## src/rtl/led_step_counter_if.sv

```systemverilog
// led_step_counter_if: groups the LED step counter's control inputs and status outputs.
//   press    : raw push-button, active-high, asynchronous, may bounce
//   dir      : count direction (1 = up, 0 = down)
//   clear    : synchronous clear of counter and tick divider
//   led      : current count (WIDTH bits)
//   tick     : one-cycle pulse on each counter step
//   wrap     : one-cycle pulse when the counter wraps
//   running  : 1 = RUN, 0 = PAUSE
//   press_db : debounced button level
//   sound    : buzzer square wave
// master drives the inputs (board / testbench), slave is the counter itself.
interface led_step_counter_if #(
  parameter int unsigned WIDTH = 4
) ();
  logic             press;
  logic             dir;
  logic             clear;
  logic [WIDTH-1:0] led;
  logic             tick;
  logic             wrap;
  logic             running;
  logic             press_db;
  logic             sound;

  modport master (
    output press, dir, clear,
    input  led, tick, wrap, running, press_db, sound
  );

  modport slave (
    input  press, dir, clear,
    output led, tick, wrap, running, press_db, sound
  );
endinterface

```

## src/rtl/led_step_counter.sv

```systemverilog
// led_step_counter: single-clock LED step counter with clock-enable tick divider, up/down
// counter with wrap detection, debounced run/pause button and square-wave buzzer.
//   clk    : board clock (CLK_HZ)
//   rst_n  : asynchronous active-low reset
//   io_bus : led_step_counter_if slave (press/dir/clear in; led/tick/wrap/running/
//            press_db/sound out, all registered)
module led_step_counter #(
  parameter int unsigned CLK_HZ          = 27_000_000,
  parameter int unsigned TICK_HZ         = 1,
  parameter int unsigned WIDTH           = 4,
  parameter int unsigned DEBOUNCE_CYCLES = 270_000,
  parameter int unsigned TONE_HALF       = 125_000,
  parameter int unsigned BEEP_CYCLES     = 2_700_000
) (
  input  logic               clk,
  input  logic               rst_n,
  led_step_counter_if.slave  io_bus
);
  localparam int unsigned DIV   = CLK_HZ / TICK_HZ;
  localparam int unsigned DivW  = $clog2(DIV);
  localparam int unsigned DbW   = $clog2(DEBOUNCE_CYCLES + 1);
  localparam int unsigned ToneW = $clog2(TONE_HALF + 1);
  localparam int unsigned BeepW = $clog2(BEEP_CYCLES + 1);

  typedef enum logic {StPause = 1'b0, StRun = 1'b1} state_e;

  state_e           r_state;
  logic [DivW-1:0]  r_div;
  logic [WIDTH-1:0] r_led;
  logic             r_tick;
  logic             r_wrap;
  logic [1:0]       r_sync;
  logic [DbW-1:0]   r_db_cnt;
  logic             r_press_db;
  logic             r_press_db_q;
  logic [BeepW-1:0] r_beep;
  logic [ToneW-1:0] r_tone;
  logic             r_sound;

  logic w_running, w_div_last, w_step, w_wrap, w_db_rise, w_beep_on, w_tone_last;

  assign w_running   = (r_state == StRun);
  assign w_div_last  = (r_div == DivW'(DIV - 1));
  // clear wins over a step on the same edge
  assign w_step      = w_running & w_div_last & ~io_bus.clear;
  assign w_wrap      = w_step & (io_bus.dir ? (&r_led) : ~(|r_led));
  assign w_db_rise   = r_press_db & ~r_press_db_q;
  assign w_beep_on   = r_press_db | (|r_beep);
  assign w_tone_last = (r_tone == ToneW'(TONE_HALF - 1));

  // Tick divider and LED counter; divider holds while paused so no phase is lost.
  always_ff @(posedge clk or negedge rst_n) begin
    if (!rst_n) begin
      r_div  <= '0;
      r_led  <= '0;
      r_tick <= 1'b0;
      r_wrap <= 1'b0;
    end else begin
      r_tick <= w_step;
      r_wrap <= w_wrap;
      if (io_bus.clear) begin
        r_div <= '0;
        r_led <= '0;
      end else begin
        if (w_running) begin
          r_div <= w_div_last ? '0 : r_div + DivW'(1);
        end
        if (w_step) begin
          r_led <= io_bus.dir ? r_led + WIDTH'(1) : r_led - WIDTH'(1);
        end
      end
    end
  end

  // Synchroniser and debounce: the new level must be seen DEBOUNCE_CYCLES+1 samples in a row.
  always_ff @(posedge clk or negedge rst_n) begin
    if (!rst_n) begin
      r_sync       <= 2'b00;
      r_db_cnt     <= '0;
      r_press_db   <= 1'b0;
      r_press_db_q <= 1'b0;
    end else begin
      r_sync       <= {r_sync[0], io_bus.press};
      r_press_db_q <= r_press_db;
      if (r_sync[1] == r_press_db) begin
        r_db_cnt <= '0;
      end else if (r_db_cnt == DbW'(DEBOUNCE_CYCLES)) begin
        r_press_db <= r_sync[1];
        r_db_cnt   <= '0;
      end else begin
        r_db_cnt <= r_db_cnt + DbW'(1);
      end
    end
  end

  // RUN/PAUSE state machine, toggled by each debounced rising edge.
  always_ff @(posedge clk or negedge rst_n) begin
    if (!rst_n) begin
      r_state <= StRun;
    end else begin
      case (r_state)
        StRun:   if (w_db_rise) r_state <= StPause;
        StPause: if (w_db_rise) r_state <= StRun;
        default: r_state <= StRun;
      endcase
    end
  end

  // Beep timer and tone generator.
  always_ff @(posedge clk or negedge rst_n) begin
    if (!rst_n) begin
      r_beep  <= '0;
      r_tone  <= '0;
      r_sound <= 1'b0;
    end else begin
      if (w_wrap) begin
        r_beep <= BeepW'(BEEP_CYCLES);
      end else if (|r_beep) begin
        r_beep <= r_beep - BeepW'(1);
      end
      if (!w_beep_on) begin
        r_tone  <= '0;
        r_sound <= 1'b0;
      end else if (w_tone_last) begin
        r_tone  <= '0;
        r_sound <= ~r_sound;
      end else begin
        r_tone <= r_tone + ToneW'(1);
      end
    end
  end

  assign io_bus.led      = r_led;
  assign io_bus.tick     = r_tick;
  assign io_bus.wrap     = r_wrap;
  assign io_bus.running  = w_running;
  assign io_bus.press_db = r_press_db;
  assign io_bus.sound    = r_sound;
endmodule

```

## src/flat_wrapper.sv

```systemverilog
// flat-port wrapper written by rule: the top's interface ports become plain ports
module led_step_counter_flat 
#(
  parameter int unsigned CLK_HZ          = 27_000_000,
  parameter int unsigned TICK_HZ         = 1,
  parameter int unsigned WIDTH           = 4,
  parameter int unsigned DEBOUNCE_CYCLES = 270_000,
  parameter int unsigned TONE_HALF       = 125_000,
  parameter int unsigned BEEP_CYCLES     = 2_700_000
)
  (clk, rst_n, io_bus_press, io_bus_dir, io_bus_clear, io_bus_led, io_bus_tick, io_bus_wrap, io_bus_running, io_bus_press_db, io_bus_sound);
  led_step_counter_if #(.WIDTH(WIDTH)) io_bus_i ();
  input  logic clk;
  input  logic rst_n;
  input wire logic [$bits(io_bus_i.press)-1:0] io_bus_press;
  input wire logic [$bits(io_bus_i.dir)-1:0] io_bus_dir;
  input wire logic [$bits(io_bus_i.clear)-1:0] io_bus_clear;
  output wire logic [$bits(io_bus_i.led)-1:0] io_bus_led;
  output wire logic [$bits(io_bus_i.tick)-1:0] io_bus_tick;
  output wire logic [$bits(io_bus_i.wrap)-1:0] io_bus_wrap;
  output wire logic [$bits(io_bus_i.running)-1:0] io_bus_running;
  output wire logic [$bits(io_bus_i.press_db)-1:0] io_bus_press_db;
  output wire logic [$bits(io_bus_i.sound)-1:0] io_bus_sound;
  assign io_bus_i.press = io_bus_press;
  assign io_bus_i.dir = io_bus_dir;
  assign io_bus_i.clear = io_bus_clear;
  assign io_bus_led = io_bus_i.led;
  assign io_bus_tick = io_bus_i.tick;
  assign io_bus_wrap = io_bus_i.wrap;
  assign io_bus_running = io_bus_i.running;
  assign io_bus_press_db = io_bus_i.press_db;
  assign io_bus_sound = io_bus_i.sound;
  led_step_counter #(.CLK_HZ(CLK_HZ), .TICK_HZ(TICK_HZ), .WIDTH(WIDTH), .DEBOUNCE_CYCLES(DEBOUNCE_CYCLES), .TONE_HALF(TONE_HALF), .BEEP_CYCLES(BEEP_CYCLES)) u_core (.clk(clk), .rst_n(rst_n), .io_bus(io_bus_i));
endmodule
```

## config.mk

```make
export PLATFORM = sky130hd
export DESIGN_NAME = led_step_counter_flat
export DESIGN_NICKNAME = d
export VERILOG_FILES = /design/src/rtl/led_step_counter_if.sv /design/src/rtl/led_step_counter.sv /design/src/flat_wrapper.sv
export SDC_FILE = /design/constraint.sdc
export NUM_CORES = 1
export LEC_CHECK = 0
export CAP_MARGIN = 40
export CELL_PAD_IN_SITES_DETAIL_PLACEMENT = 0
export CELL_PAD_IN_SITES_GLOBAL_PLACEMENT = 1
export CORE_MARGIN = 10
export CORE_UTILIZATION = 35
export CTS_CLUSTER_DIAMETER = 30
export DETAILED_ROUTE_END_ITERATION = 12
export MAX_ROUTING_LAYER = met4
export PLACE_DENSITY_LB_ADDON = 0.3
export SETUP_SLACK_MARGIN = 0.02
export SLEW_MARGIN = 5
export SYNTH_ARGS = -nofsm -noshare
export SYNTH_HDL_FRONTEND = slang
export SYNTH_SLANG_ARGS = --single-unit
```

## constraint.sdc

```tcl
create_clock -name clk -period 7.2 [get_ports clk]
set_clock_uncertainty 0.2 [all_clocks]
set_input_delay 1.44 -clock clk [delete_from_list [all_inputs] [get_ports clk]]
set_output_delay 1.44 -clock clk [all_outputs]
set_load 0.02 [all_outputs]
```

Word-level counts from Yosys, hierarchy flattened
Index checks and enable logic that the tools add are counted.
{ "word_totals": {"inputBits": 5, "wordCells": 59, "regBits": 95, "output_inout_bits": 9} }
{ "op_classes": {"n_bitwise": 11, "muxes": 18, "eq_ne": 5, "n_reduce_logical": 7, "add_sub_neg": 6} }
{ "op_table": {"columns": ["op", "n"], "rows": [
  ["2-to-1 mux 25 bit", 3],
  ["2-to-1 mux 22 bit", 2],
  ["2-to-1 mux 19 bit", 2],
  ["2-to-1 mux 17 bit", 2],
  ["adder 25 x 1 -> 25 bit (second input constant)", 1],
  ["== test 25 bit (second input constant)", 1],
  ["OR reduction 22 bit", 1],
  ["subtractor 22 x 1 -> 22 bit (second input constant)", 1],
  ["adder 19 x 1 -> 19 bit (second input constant)", 1],
  ["== test 19 bit (second input constant)", 1],
  ["adder 17 x 1 -> 17 bit (second input constant)", 1],
  ["== test 17 bit (second input constant)", 1],
  ["2-to-1 mux 4 bit", 3],
  ["NOT 1 bit", 6],
  ["nonzero test 2 bit", 3],
  ["2-to-1 mux 1 bit", 5],
  ["adder 4 x 1 -> 4 bit (second input constant)", 1],
  ["bitwise AND 1 bit", 4],
  ["AND reduction 4 bit", 1],
  ["OR reduction 4 bit", 1],
  ["subtractor 4 x 1 -> 4 bit (second input constant)", 1],
  ["inequality test 2 bit (second input constant)", 1],
  ["case mux 1 bit (2 select lines)", 1],
  ["AND reduction 2 bit", 1],
  ["other kinds (2)", 2]
]} }

Logic depth before layout (Yosys ltp)
Gate-level depths: netlist of the first run.
{ "depth": {"ltp_word": 5, "ltp_mapped": 9, "ltp_nobuf": 7} }

Worst setup path after synthesis of the first run
OpenSTA, ideal clock, no wires.
{ "synth_path": {"kind": "input-to-reg", "startpoint": "input io_bus_clear", "endpoint": "register u_core.r_div[16]", "setup_slack_ps": 4214, "t_required_ps": 6913, "setup_ps": 87, "n_path_buf": 0, "path_stages": 5, "arrival_time_ps": 2699, "path_cell_list": "o211ai_1 nor3_1 nand2_1 or4_1 o211ai_1"} }
{ "synth_via": {"elab_chain_len": 1, "word_cells_on_any_way": 2, "cone_classes": "mux (1); reduce/logical (1)"} }
{ "synth_rtl": {"columns": ["element", "line", "rtl"], "rows": [
  ["start: declaration", "flat_wrapper.sv:17", "input wire logic [$bits(io_bus_i.clear)-1:0] io_bus_clear;"],
  ["2-to-1 mux 25 bit or nonzero test 2 bit (tied branches)", null, null],
  ["end signal: assignment", "led_step_counter.sv:66", "r_div <= w_div_last ? '0 : r_div + DivW'(1);"],
  ["end: declaration", "led_step_counter.sv:28", "logic [DivW-1:0] r_div;"]
]} }
Several ways; a longest one is shown, not always the timed one.
A chain may end at the register's enable or synchronous reset.

Final worst setup path of the first run
{ "layout_path": {"startpoint": "input io_bus_clear", "endpoint": "register u_core.r_div[24]"} }
Same word-level chain as after synthesis.

==> results of run 1 <==
## flip-flops by register name, summed over array words and instances (netlist names)
| name | flops |
|---|---|
| u_core.io_bus.tick | 1 |
| u_core.io_bus.wrap | 1 |
| u_core.r_tone | 17 |
| u_core.r_sync | 2 |
| u_core.r_press_db_q | 1 |
| u_core.io_bus.press_db | 1 |
| u_core.io_bus.running | 1 |
| u_core.io_bus.led | 4 |
| u_core.io_bus.sound | 1 |
| u_core.r_beep | 22 |
| u_core.r_db_cnt | 19 |
| u_core.r_div | 25 |
## worst max-delay path: cells and delay by family
| family | cells | cell delay (ns) |
|---|---|---|
| AOI/OAI and AO/OA | 2 | 0.43 |
| buffers and inverters | 1 | 0.78 |
| and+or+nand+nor | 3 | 1.22 |
## how the worst max path moves through the flow
stage	start	end	slack, ns	depth (start not counted)
3_5_place_dp	io_bus_clear	u_core.r_div[24]	2.96	6
3_3_place_gp	io_bus_clear	u_core.r_div[24]	3.05	6
5_1_grt	io_bus_clear	u_core.r_div[16]	3.17	6
6_report	io_bus_clear	u_core.r_div[24]	3.38	6
2_1_floorplan	io_bus_clear	u_core.r_div[16]	4.21	5
4_1_cts	io_bus_clear	u_core.r_div[24]	3.34	6
## final cells by class
cell class                 instances  area (um2)  area share (%)
sequential                        95        2380            44.4
multi-input combinational        368        2210            41.3
clock buffer                      11         253            4.72
tap                              176         220            4.11
timing repair buffer              15         143            2.66
clock inverter                     5        78.8            1.47
inverter                          19        71.3            1.33
## layer usage
| metal | up-vias | wire [um] | GRT usage, % | share of wire (%) |
|---|---|---|---|---|
| li1 | 1724 | - | - | - |
| met1 | 1705 | 4750 | 13.7 | 50 |
| met3 | 6 | 311 | 3.84 | 3.3 |
| met2 | 34 | 4370 | 17.4 | 46 |
| met5 | - | 0 | - | 0 |
| met4 | 0 | 95 | 3.37 | 1.0 |
## cells in the mapped netlist, drive strengths merged (2+ instances only)
cell     count  share of area, %
nand3b       3              0.48
or4          8               1.4
and3         6              0.79
nand2b       2              0.26
nand3       28               3.0
or2          5              0.66
and4         2              0.37
nor4        14               1.9
nand2       37               2.9
nor2        94               7.5
nor2b        3              0.40
nand4       17               2.3
a2111oi      2              0.37
xnor2       42               7.8
nor3        18               1.9
nand4b       2              0.37
clkbuf       7              0.56
a21oi       11               1.2
xor2        28               5.2
buf          6              0.74
or3          5              0.66
o21ai        8              0.85
ha           7               1.9
o211ai       2              0.32
inv         19               1.5
a211oi       2              0.32
dfrtp       94                50
o31ai        7               1.1
nor4b        3              0.56
## kinds of logic (layout without fill, tap and decap cells)
kind of cell / Yosys count / count (layout) / synth area share [%]
and+or+nand+nor: 251 / 251 / 26.1
DFF: 95 / 95 / 50.4
xor gates and xnor gates: 70 / 70 / 13.0
AOI/OAI and AO/OA: 37 / 37 / 5.03
buffers and inverters: 32 / 50 / 2.81
adders and majority gates: 8 / 8 / 2.28
muxes: 2 / 2 / 0.450
## power by group
group / leakage [nW] / switching, mW / internal (mW) / total, mW
Sequential: 1.22 / 0.0276 / 0.560 / 0.588
Combinational: 0.719 / 0.0645 / 0.0351 / 0.0996
Clock: 0.166 / 0.207 / 0.323 / 0.530
Total: 2.11 / 0.299 / 0.919 / 1.22
## through the flow
step | instance area, um2 | power, mW | cells | hold WS, ns
after detailed placement | 5020 | 0.698 | 673 | 0.140
after global placement | 5020 | 0.692 | 672 | 0.136
after floorplan | 4720 | 0.660 | 495 | 0.131
final | 5360 | 1.22 | 689 | 0.155
after global routing | 5360 | 1.27 | 689 | 0.173
after CTS | 5360 | 1.23 | 689 | 0.158
==> out/metrics.csv, run 1 <==
metric,value,unit
status,finished clean,
drc,0,
synth_seq_cells,95,
crit_fanout,13,
hpwl,6400,um
hold_path_depth,0,
final_cell_mix,"nor2_1, dfrtp_1, xnor2_1, nand2_1",
worst-setup-path-type,input port to register,
clock_sinks,95,
synth-edff-count,0,
hold_viol_final,0,
fin_tns_setup,0,ns
cp_cell_sequence,clkdlybuf4s50_1 -> o211ai_1 -> nor3_1 -> nand3_1 -> or4_1 -> a21oi_1,
synthArstFlopShare,100,%
gr-total-overflow,0,
post_cts_buffers,0,
slowest_stage,clkdlybuf4s50_1,
drt_wl_total,9520,um
vias_per_cell,5.03,
initial_core_util,35.7,%
tritoncts,done,
r2r_end,u_core.r_div[16],
reg2reg_depth,5,
nets,521,
antenna_found_initial,0,
setup_violations,0,
slowest_delay,0.78,ns
synth_nets,508,
synth_warnings,0,
cp_data_required_time,7.26,ns
n_antenna_cell,0,
crit_arrival,3.87,ns
rows,42,
ant_nets,0,
grt.total_usage,11.3,%
fin_ws,3.38,ns
reg2reg_from,u_core.r_div[6],
firstDrtPassIters,5,
end_kind,register,
grt_max_degree,66,
vdd_ir_drop_max,0.116,mV
synthesis.area,4720,um2
clkSlewWorstSetupHoldPaths,0.07,ns
min_period_over_period,53.0,%
grt_pass1_wl,16700,um
p_leak,2.11,nW
worstHoldStart,u_core.r_sync[0],
clk_path_buf_depth,2,
first_global_vias,3491,
fin_util,40.4,%
die_y,136,um
cts_buffers,9,
wl_per_cell,13.8,um
ys_dominant_reg_cell,dfrtp_1,
rrSetupSlack,3.95,ns
maxSlewViolCount,0,
htreeDepth,3,
postCtsHoldBufs,0,
cap_violations,0,
first_iter_violations,229,
fillers,1323,
io_pins,14,
clk_latency,0.35,ns
hold_path_class,register to register,
cts_root_buf,clkbuf_16,
synth.distinct_cells,46,
fin_crit,3.82,ns
die_width,136,um
start_kind,input port,
fmax,0.262,GHz
port_buffers,13,
cts_resized,0,
synth_seq_area_share,50.4,%
tightestPinTransition,0.828,ns
drive_above_1_share,5.07,%
rsz0062_at_grt,no,
gp_congestion,0.802,
coreArea,13200,um2
holdPathEnd,u_core.r_sync[1],
syn_to_final_growth,13.4,%
vias,3469,
dp_slack,2.96,ns
powerDensity,227,nW/um2
synthCells,495,
die-area,18500,um2
relSlewSlack,44.3,%
avgSynthCellArea,9.54,um2
(Power assumes the default switching activity.)
==> inputs of run 2 (changes only) <==
==> constraint.sdc (replaced) <==
create_clock -name clk -period 3.5 [get_ports clk]
set_clock_uncertainty 0.2 [all_clocks]
set_input_delay 0.7 -clock clk [delete_from_list [all_inputs] [get_ports clk]]
set_output_delay 0.7 -clock clk [all_outputs]
set_load 0.02 [all_outputs]
==> run 2 against run 1 <==
  * Hold slack lost 0.063 ns
  * Critical path depth unchanged
  * Worst setup slack got worse by 2.9 ns
  * Cell count rose by 0.87%
  * Die area did not move
  * Critical endpoint is now u_core.r_div[9]
==> out/metrics.csv, run 2 (synthesis gave the netlist of run 1 again) <==
metric,value,unit,change
rsz0062_at_grt,no,,unchanged
power.share.switching,26.8,%,was 24.5%
gp_congestion,0.828,,was 0.802
met2_usage,16.9,%,was 17.4%
end_kind,register,,unchanged
met3_usage,3.76,%,was 3.84%
crit_fanout,9,,was 13
port_buffers,13,,unchanged
post_cts_buffers,0,,unchanged
n_antenna_cell,0,,unchanged
grt_pass1_wl,16400,um,was 16700 um
fin_tns_setup,0,ns,unchanged
tightestPinTransition,0.880,ns,was 0.828 ns
fmax,0.333,GHz,
largest_reg_flops,25,,unchanged
die_y,136,um,unchanged
cp_cell_sequence,or4b_1 -> or4_1 -> or4_4 -> nand2_1 -> buf_4 -> o21ai_0,,was clkdlybuf4s50_1 -> o211ai_1 -> nor3_1 -> nand3_1 -> or4_1 -> a21oi_1
final_cells,695,,was 689
use_met1,14.0,%,was 13.7%
gr-total-overflow,0,,unchanged
placed_cells,679,,was 673
cap_violations,0,,unchanged
setup_violations,0,,unchanged
intPower,1.72,mW,was 919 uW
placed_area,5090,um2,was 5020 um2
crit_arrival,3.04,ns,was 3.87 ns
power_frac_comb,9.2,%,was 8.2%
clk_path_buf_depth,2,,unchanged
postCtsHoldBufs,0,,unchanged
fin_total_pwr,2.34,mW,was 1.22 mW
htreeDepth,3,,unchanged
maxSlewViolCount,0,,unchanged
die-area,18500,um2,unchanged
nets,527,,was 521
grt_max_degree,46,,was 66
cts_buffers,9,,unchanged
drc,0,,unchanged
vias,3492,,was 3469
cp_data_required_time,3.53,ns,was 7.26 ns
powerDensity,437,nW/um2,was 227 nW/um2
grt-busiest-layer,met2,,unchanged
clock_sinks,95,,unchanged
cts_root_buf,clkbuf_16,,unchanged
coreArea,13200,um2,unchanged
min_period_over_period,85.8,%,
relSlewSlack,40.9,%,was 44.3%
hpwl,6570,um,was 6400 um
drt_wl_total,9490,um,was 9520 um
first_iter_violations,176,,was 229
rows,42,,unchanged
wl_per_cell,13.7,um,was 13.8 um
power.share.clock,39.4,%,was 43.5%
reg_top3,"u_core.r_div: 25 flops, u_core.r_beep: 22 flops, u_core.r_db_cnt: 19 flops",,unchanged
vias_per_cell,5.02,,was 5.03
vdd_ir_drop_max,0.228,mV,was 0.116 mV
p_leak,2.10,nW,was 2.11 nW
p_seq_share,51.5,%,was 48.3%
hold_path_class,input port to async pin,,was register to register
final_cell_mix,"nor2_1, dfrtp_1, xnor2_1, nand2_1",,unchanged
path_buf_inv,1,,unchanged
grt.total_usage,11.2,%,was 11.3%
slowest_delay,0.59,ns,was 0.78 ns
slowest_stage,or4_4,,was clkdlybuf4s50_1
tritoncts,done,,unchanged
p_sw,628,uW,was 299 uW
ant_nets,0,,unchanged
first_global_vias,3446,,was 3491
finish.instance_area,5360,um2,about the same
antenna_found_initial,0,,unchanged
io_pins,14,,unchanged
cts_resized,0,,unchanged
syn_to_final_growth,13.6,%,was 13.4%
regMostFlops,u_core.r_div,,unchanged
initial_core_util,35.7,%,unchanged
fillers,1337,,was 1323
clk_latency,0.35,ns,about the same
status,finished clean,,unchanged
fin_crit,3.00,ns,
start_kind,register,,was input port
die_width,136,um,unchanged
drive_above_1_share,5.97,%,was 5.07%
firstDrtPassIters,4,,was 5
worst-setup-path-type,register to register,,was input port to register
clkSlewWorstSetupHoldPaths,0.07,ns,about the same
hold_viol_final,0,,unchanged
critPathTopFamily,simple AND/OR/NAND/NOR gates,,unchanged
## run 2: area by class of cell
class	count	area, um2	area share, %
flip-flops and latches	95	2380	44.3
multi-input cells	368	2210	41.2
clock buffers	10	229	4.27
well taps	176	220	4.11
repair buffers	21	208	3.87
inverters	19	71.3	1.33
clock inverters	6	45.0	0.840
## run 2: path summary, 6_finish.rpt
check | startpoint | to | slack [ns] | cells past startpoint
worst max register to register | u_core.r_div[6] | u_core.r_div[9] | 0.50 | 6
worst min register to register | u_core.r_sync[0] | u_core.r_sync[1] | 0.15 | 0
min in group clk | u_core.r_sync[0] | u_core.r_sync[1] | 0.15 | 0
max in group asynchronous | rst_n | u_core.io_bus.running | 2.38 | 2
worst max-delay path | u_core.r_div[6] | u_core.r_div[9] | 0.50 | 6
worst min-delay path | rst_n | u_core.r_db_cnt[1] | 0.09 | 1
## run 2: metal layers
metal	vias up	part of all wire [%]	wire, um
met3	9	4.1	391
li1	1731	-	-
met1	1703	50	4750
met5	-	0	0
met4	0	1.2	112
met2	49	45	4240
## run 2: power by group through the flow
stage	Sequential [mW]	Combinational [mW]	Clock [mW]
3_5_place_dp	1.22	0.218	0
5_1_grt	1.22	0.250	0.990
3_3_place_gp	1.22	0.207	0
4_1_cts	1.20	0.220	0.958
2_1_floorplan	1.21	0.143	0
6_report	1.21	0.215	0.922
## run 2: through the flow
| step | setup WS (ns) | utilization, % | hold WS [ns] |
|---|---|---|---|
| 2_1_floorplan | 0.696 | - | 0.131 |
| 3_3_place_gp | 0.543 | 38.2 | 0.136 |
| 3_5_place_dp | 0.493 | 38.4 | 0.138 |
| 4_1_cts | 0.495 | 40.5 | 0.0935 |
| 5_1_grt | 0.402 | 40.5 | 0.107 |
| 6_report | 0.496 | 40.5 | 0.0917 |
